### src/rtl/fc_bus_pkg.sv
// Shared types and constants for the Famicom CPU bus front end and the mapper logic behind it.
package fc_bus_pkg;

    typedef enum logic [1:0] {
        S_LOW   = 2'd0,
        S_HIGH  = 2'd1,
        S_CAPT  = 2'd2,
        S_STALL = 2'd3
    } cap_state_t;

    localparam int unsigned M2_FILT_DEF   = 3;
    localparam int unsigned CAP_DELAY_DEF = 8;
    localparam int unsigned TIMEOUT_DEF   = 255;

    localparam int unsigned CPU_A_W = 15;
    localparam int unsigned CPU_D_W = 8;

endpackage

### src/rtl/fc_sync_filter.sv
// Two-flop synchronizer followed by an optional run-length glitch filter (FILT == 0 bypasses it).
module fc_sync_filter #(
    parameter int unsigned FILT = 3
) (
    input  logic clk,
    input  logic rst_n,
    input  logic d,
    output logic q
);

    logic s1;
    logic s2;

    always_ff @(posedge clk or negedge rst_n) begin
        if (!rst_n) begin
            s1 <= 1'b0;
            s2 <= 1'b0;
        end else begin
            s1 <= d;
            s2 <= s1;
        end
    end

    generate
        if (FILT == 0) begin : g_bypass
            assign q = s2;
        end else begin : g_filter
            logic       qf;
            logic [2:0] run;

            // The output flips only on the FILT-th consecutive disagreeing sample.
            always_ff @(posedge clk or negedge rst_n) begin
                if (!rst_n) begin
                    qf  <= 1'b0;
                    run <= 3'd0;
                end else if (s2 != qf) begin
                    if (run == 3'(FILT - 1)) begin
                        qf  <= s2;
                        run <= 3'd0;
                    end else begin
                        run <= run + 3'd1;
                    end
                end else begin
                    run <= 3'd0;
                end
            end

            assign q = qf;
        end
    endgenerate

endmodule

### src/rtl/fc_cpu_bus_capture.sv
// Samples the asynchronous CPU bus in the osc50 domain and emits single-cycle write/cycle strobes.
module fc_cpu_bus_capture
    import fc_bus_pkg::*;
#(
    parameter int unsigned M2_FILT   = M2_FILT_DEF,
    parameter int unsigned CAP_DELAY = CAP_DELAY_DEF,
    parameter int unsigned TIMEOUT   = TIMEOUT_DEF
) (
    input  logic               osc50,
    input  logic               m2_rst,
    input  logic               m2,
    input  logic               romsel,
    input  logic               cpu_rw_in,
    input  logic [CPU_A_W-1:0] cpu_addr_in,
    input  logic [CPU_D_W-1:0] cpu_data,
    output logic               wr_stb,
    output logic               wr_rom,
    output logic [CPU_A_W-1:0] wr_addr,
    output logic [CPU_D_W-1:0] wr_data,
    output logic               cyc_stb,
    output logic               short_err,
    output logic               bus_stall
);

    logic       m2f;
    logic       romsel_s;
    logic       rw_s;
    logic       cap_romsel;
    logic       cap_rw;
    logic [7:0] cnt;
    cap_state_t state;

    fc_sync_filter #(.FILT(M2_FILT)) u_m2_sync (
        .clk(osc50), .rst_n(m2_rst), .d(m2), .q(m2f)
    );

    fc_sync_filter #(.FILT(0)) u_romsel_sync (
        .clk(osc50), .rst_n(m2_rst), .d(romsel), .q(romsel_s)
    );

    fc_sync_filter #(.FILT(0)) u_rw_sync (
        .clk(osc50), .rst_n(m2_rst), .d(cpu_rw_in), .q(rw_s)
    );

    // Strobes are valid-only: wr_stb/cyc_stb are one-cycle pulses with no ready,
    // and wr_addr/wr_data/wr_rom are stable for the whole cycle wr_stb is high.
    always_ff @(posedge osc50 or negedge m2_rst) begin
        if (!m2_rst) begin
            state      <= S_LOW;
            cnt        <= 8'd0;
            cap_romsel <= 1'b0;
            cap_rw     <= 1'b0;
            wr_stb     <= 1'b0;
            wr_rom     <= 1'b0;
            wr_addr    <= '0;
            wr_data    <= '0;
            cyc_stb    <= 1'b0;
            short_err  <= 1'b0;
            bus_stall  <= 1'b0;
        end else begin
            wr_stb    <= 1'b0;
            cyc_stb   <= 1'b0;
            short_err <= 1'b0;
            case (state)
                S_LOW: begin
                    if (m2f) begin
                        cnt   <= 8'd0;
                        state <= S_HIGH;
                    end
                end
                S_HIGH: begin
                    if (!m2f) begin
                        short_err <= 1'b1;
                        state     <= S_LOW;
                    end else if (cnt == 8'(CAP_DELAY - 1)) begin
                        // Address and data come straight from the pins: they are stable by now.
                        wr_addr    <= cpu_addr_in;
                        wr_data    <= cpu_data;
                        cap_romsel <= romsel_s;
                        cap_rw     <= rw_s;
                        cnt        <= 8'd0;
                        state      <= S_CAPT;
                    end else begin
                        cnt <= cnt + 8'd1;
                    end
                end
                S_CAPT: begin
                    if (!m2f) begin
                        cyc_stb <= 1'b1;
                        if (!cap_rw) begin
                            wr_stb <= 1'b1;
                            wr_rom <= ~cap_romsel;
                        end
                        state <= S_LOW;
                    end else if (cnt == 8'(TIMEOUT)) begin
                        bus_stall <= 1'b1;
                        state     <= S_STALL;
                    end else begin
                        cnt <= cnt + 8'd1;
                    end
                end
                S_STALL: begin
                    if (!m2f) begin
                        bus_stall <= 1'b0;
                        state     <= S_LOW;
                    end
                end
                default: state <= S_LOW;
            endcase
        end
    end

endmodule

### config.mk
export PLATFORM = sky130hd
export DESIGN_NAME = fc_cpu_bus_capture
export DESIGN_NICKNAME = d
export VERILOG_FILES = /design/src/rtl/fc_bus_pkg.sv /design/src/rtl/fc_sync_filter.sv /design/src/rtl/fc_cpu_bus_capture.sv
export SDC_FILE = /design/constraint.sdc
export NUM_CORES = 1
export LEC_CHECK = 0
export ABC_AREA = 0
export CORE_ASPECT_RATIO = 0.75
export CORE_MARGIN = 1
export CORE_UTILIZATION = 44
export DETAILED_ROUTE_END_ITERATION = 16
export GPL_TIMING_DRIVEN = 0
export PLACE_DENSITY = 0.73
export SYNTH_ARGS = -nofsm -noshare
export SYNTH_HDL_FRONTEND = slang
export SYNTH_SLANG_ARGS = --single-unit
### constraint.sdc
create_clock -name osc50 -period 2 [get_ports osc50]
set_input_delay 0.2 -clock osc50 [delete_from_list [all_inputs] [get_ports osc50]]
set_output_delay 0.2 -clock osc50 [all_outputs]
set_load 0.02 [all_outputs]
Word level (Yosys, flattened, before mapping)
Index checks and enable logic that the tools add are counted.

storage, ports and cells
  register bits after elaboration = 50
  latch bits = 0
  memory bits (writable) = 0
  bits in read-only memories = 0
  bits of input ports = 28
  output and inout port bits = 28
  logic and storage cells = 73
  memories = 0

cells by class
  $add $sub $neg = 2
  multipliers = 0
  divide/modulo/power cells = 0
  magnitude comparators = 0
  eq/ne operators = 15
  shift operators = 0
  mux-type cells = 25
  bitwise logic cells = 3
  reductions and logical operators = 9

operators by type and width
  kind                   number
  $mux W8                5
  $pmux W8 S3            1
  $mux W2                6
  $mux W1                9
  $add A8 B1 Y8 const B  1
  $eq A8 B3 Y1 const B   1
  $eq A8 B8 Y1 const B   1
  $pmux W2 S4            1
  $reduce_and A4 Y1      2
  $mux W3                2
  $ne A2 B1 Y1 const B   3
  $ne A2 B2 Y1 const B   3
  $ne A3 B3 Y1 const B   2
  $reduce_and A3 Y1      2
  $reduce_and A5 Y1      1
  $eq A2 B2 Y1 const B   2
  $add A3 B1 Y3 const B  1
  $eq A3 B2 Y1 const B   1
  $not A1 Y1             3
  $reduce_bool A3 Y1     1
  $eq A2 B1 Y1 const B   1
  $logic_not A2 Y1       1
  $pmux W1 S2            1
  $reduce_and A2 Y1      1
  other kinds (2)        2

Depth between registers and ports, before layout
Gate-level depths: netlist of run 1.

  word-level depth = 4
  gate-level depth with buffers = 7
  depth with buffers taken out = 6

Cells and area by module
From an unflattened synthesis of run 1, not the netlist that was laid out.

second synthesis, totals
  cell total of the unflattened synthesis = 170
  area, all modules = 2328.5 µm²

by module, submodules not included
  module                              times used  cells each  area an instance (µm²)  sequential area each (µm²)
  fc_cpu_bus_capture                  1           149         1989.4                  1001.0
  fc_sync_filter (u_m2_sync)          1           17          239.0                   150.1
  fc_sync_filter (u_romsel_sync ...)  2           2           50.0                    50.0

Worst setup path after synthesis of run 1
No wires, ideal clock.

  kind = register to register
  from = reg state[0]
  to = reg cnt[7]
  library setup time = 0.126 ns
  arrival = 1.883 ns
  required time = 1.874 ns
  setup slack = -0.009 ns
  cell stages (with the launch flop) = 7
  buffers on the path = 0
  period minus slack after synthesis = 2.009 ns
  cell sequence = dfrtp_1 > inv_1 > ha_1 > or4_4 > o21a_4 > nor3b_4 > a221o_1

on the way
  cells in the longest elaborated chain, start to end = 3
  elaborated cells on any way between the ends = 10
  those cells by class = 6 x eq/ne; 1 x mux; 3 x reduce/logical

ends and longest elaborated chain
  element                                         line                      text
  start: declaration                              fc_cpu_bus_capture.sv:31  cap_state_t state;
  start signal: assignment                        fc_cpu_bus_capture.sv:49  state <= S_LOW;
  start signal: assignment                        fc_cpu_bus_capture.sv:68  state <= S_HIGH;
  start signal: assignment                        fc_cpu_bus_capture.sv:74  state <= S_LOW;
  $eq A2 B1 Y1 (tied with other cells)            fc_cpu_bus_capture.sv:64  case (state)
  $ne A2 B1 Y1 (no line) (tied with other cells)  -
  $reduce_and A5 Y1 (no line)                     -
  end signal: assignment                          fc_cpu_bus_capture.sv:84  cnt <= cnt + 8'd1;
  end signal: assignment                          fc_cpu_bus_capture.sv:99  cnt <= cnt + 8'd1;
  end: declaration                                fc_cpu_bus_capture.sv:30  logic [7:0] cnt;

Parallel ways exist; a longest one is shown, timed or not.
A chain may end at the register's enable or synchronous reset.

Worst setup path in the final report of run 1
  from = reg state[0]
  to = reg cnt[5]

The elaborated chain is that of the path after synthesis.

==> results of run 1 <==
-- area by class of cell --
type	instances	area, um2	area share
Sequential cell	50	1251	0.4117
Multi-Input combinational cell	107	925.9	0.3047
Timing Repair Buffer	62	613.1	0.2017
Clock buffer	6	72.57	0.02388
Tap cell	57	71.32	0.02347
Buffer	5	45.04	0.01482
Clock inverter	2	37.54	0.01235
Inverter	6	22.52	0.007410
-- cells by family (layout without fill, tap and decap cells) --
logic type | after synthesis | in the layout | share of synthesized area
flip-flops | 50 | 50 | 0.5714
AND/OR/NAND/NOR | 44 | 44 | 0.1246
multiplexers | 29 | 29 | 0.1480
AO/OA/AOI/OAI | 26 | 26 | 0.08572
buffers and inverters | 12 | 81 | 0.02800
adder cells (fa/ha/maj) | 6 | 6 | 0.03428
XOR/XNOR | 2 | 2 | 0.008001
-- layer usage --
| metal | track usage | part of all wire |
|---|---|---|
| met2 | 0.2633 | 0.44 |
| met4 | 0.07839 | 0.017 |
| met3 | 0.04718 | 0.070 |
| met1 | 0.2537 | 0.47 |
| met5 | 0 | 0 |
-- report_power, final --
part	leakage, nW	switching, mW	internal (mW)
registers	0.672	0.0867	1.11
clock network	0.0514	0.323	0.373
logic	0.685	0.460	0.429
total	1.41	0.869	1.91
-- state kept, by name, summed over array words and instances, names as in the netlist, 2 cells and up --
name,count
wr_addr,15
cnt,8
wr_data,8
u_m2_sync.g_filter.run,3
state,2
-- critical path: cells and delay by family, from the launching register on --
family	cells	cell delay (ns)
AOI/OAI and AO/OA	2	0.55
adders and majority gates	1	0.16
buffers and inverters	1	0.07
DFF	1	0.40
and+or+nand+nor	2	0.64
-- cells in the final DEF, fill, tap and decap left out, types with 2 or more instances in the layout --
master,netlist,routed
o21ai_0,8,8
clkdlybuf4s50_1,0,54
buf_6,1,3
a211o_1,2,2
ha_1,6,3
buf_4,2,6
nand2_1,5,5
nand3_1,4,4
nand3b_1,3,3
nand4_1,2,2
mux2_2,7,7
a22o_1,2,2
nor3_1,3,2
dfrtp_1,50,50
inv_1,6,5
a221o_1,2,2
and3_1,2,2
clkbuf_1,2,2
ha_4,0,2
clkbuf_8,0,5
nor2b_1,3,3
a21oi_1,3,3
o211ai_1,2,2
mux2i_1,2,2
and3_2,2,2
mux2_1,20,20
nor2_1,9,9
-- final timing paths --
| path | startpoint | to | slack (ns) | cells after the start |
|---|---|---|---|---|
| worst max-delay path | state[0] | cnt[5] | 0.06 | 6 |
| max in group asynchronous | m2_rst | wr_addr[12] | 1.08 | 3 |
| worst max register to register | state[0] | cnt[5] | 0.06 | 6 |
| worst min register to register | u_romsel_sync.s1 | u_romsel_sync.q | 0.35 | 0 |
| min in group asynchronous | m2_rst | cnt[0] | 0.40 | 2 |
| worst min-delay path | cpu_rw_in | u_rw_sync.s1 | 0.34 | 1 |
-- per-stage QoR --
stage	util	worst slack (ns)	power (mW)	cell area [um2]
final	0.6572	0.05766	2.783	3039
after global routing	0.6572	0.0008082	2.961	3039
after CTS	0.6485	0.00004796	2.773	2999
after detailed placement	0.6117	-0.08437	2.008	2829
after global placement	0.6085	-0.7063	1.986	2814
after floorplan	-	0.03910	1.741	2192
-- what timing repair did --
item / 4_1_cts / 5_1_grt
hold endpoints to repair: 22 / 0
buffers inserted: 3 / 2
hold buffers: 1 / 0
pin swaps: 4 / 3
gates resized for setup: 7 / 3
setup endpoints to repair: 26 / 27
==> metrics.md, run 1 <==
| Metric | Value |
|---|---|
| Worst rel slew slack | 0.6341 |
| Min-Delay Path Class | input port to register |
| Cell Count, Final, Fillers Out | 295 |
| CTS sink count | 50 |
| Die area | 5265 um2 |
| Post-Syn Area | 2190 um2 |
| Dpl cells | 282 |
| Setup Skew | 0.005165 ns |
| Initial Util | 0.4735 |
| Number of I/O pins | 56 |
| First-pass GRT wire length | 7.389 mm |
| Area Growth Syn to Fin | 38.80% |
| Setup_tns | 0 ns |
| CTS Buf Count | 5 |
| Max Slew Vio Count | 0 |
| Pleak | 1.409 nW |
| Detailed placement HPWL | 3.002 mm |
| Ys flop type | dfrtp_1 |
| Share of layout cells above drive strength 1 | 0.1597 |
| Area leader, netlist | dfrtp_1 |
| Vias per inst | 5.278 |
| Top cells by area, synth | dfrtp_1 (57%), mux2_1 (10%), mux2_2 (3.6%) |
| Crit-path max cell delay | 0.47 ns |
| Avg WL per Cell | 14.57 um |
| DRC Markers | 0 |
| Final setup viols | 0 |
| Number of synthesized flops with an enable pin | 0 |
| GRT overflow | 0 |
| Peak VDD IR | 633.1 uV |
| Critical path class | register to register |
| Total GRT Usage | 0.1798 |
| RSZ-0062 raised after global routing | no |
| Syn_area_per_cell | 12.96 um2 |
| Critical path's slowest cell | or4_4 |
| CTS tree | yes |
| Async SR Flop Fraction | 1.000 |
| #FFs+latches synth | 50 |
| Drt pass-1 iters | 4 |
| Worst EP required | 2.19 ns |
| Final wirelength | 4.297 mm |
| Mapped Cells | 169 |
| Gpl congestion | 0.7999 |
| Clk buf depth | 2 |
| Vias | 1557 |
| Drt first-iter violations | 43 |
| Synth warnings | 0 |
| Min cycle time layout | 1.942 ns |
| Later-pin clock latency in the skew report | 0.30 ns |
| Die Ht | 63.09 um |
| CP Launch Type | register |
| Run status | finished, final reports clean |
| P per Cell Area | 915.6 nW/um2 |
| Period utilisation layout | 0.9712 |
| Worst path arrival time | 2.13 ns |
| Die X-Extent | 83.46 um |
| Number of port buffers | 55 |
| CP Cell Sequence | inv_2 -> ha_4 -> or4_4 -> o21a_4 -> nor3b_4 -> a221o_1 |
| Worst-Margin Slew | 0.5417 ns |
| Sequential area share after synthesis | 0.5714 |
| Top-count cell post-synth | dfrtp_1 |
| Diode count | 0 |
| Worst-path clk slew | 0.09 ns |
| Core Area | 4624 um2 |
| H-tree Lvls | 2 |
| Mapped Nets | 203 |
| Final antenna-violating net count | 0 |
| CTS root buffer | clkbuf_8 |
| WHS | 0.3381 ns |
| Synth cell count leaders | dfrtp_1 (50), mux2_1 (20), nor2_1 (9), o21ai_0 (8), mux2_2 (7) |
| Largest net degree at the start of global routing | 29 |
| CP Max Fanout | 7 |
| Setup crit end kind | register |
| Max Freq | 0.5148 GHz |
| Core Rows | 21 |
| Fin. Hold Viols | 0 |
| Vias in the first global route | 1562 |
| Max_cap viols | 0 |
| Initial antenna violation count | 0 |
| Synth unique cells | 45 |
| Fill count | 356 |
| Yosys top cell area share | 0.5714 |
| Final #Nets | 271 |
(Power assumes the default switching activity.)
==> run 2, diff against run 1 <==
Settings changed: GPL_ROUTABILITY_DRIVEN set to 1.
==> results of run 2 <==
Final layout, timing and power as in run 1 (identical DEF).
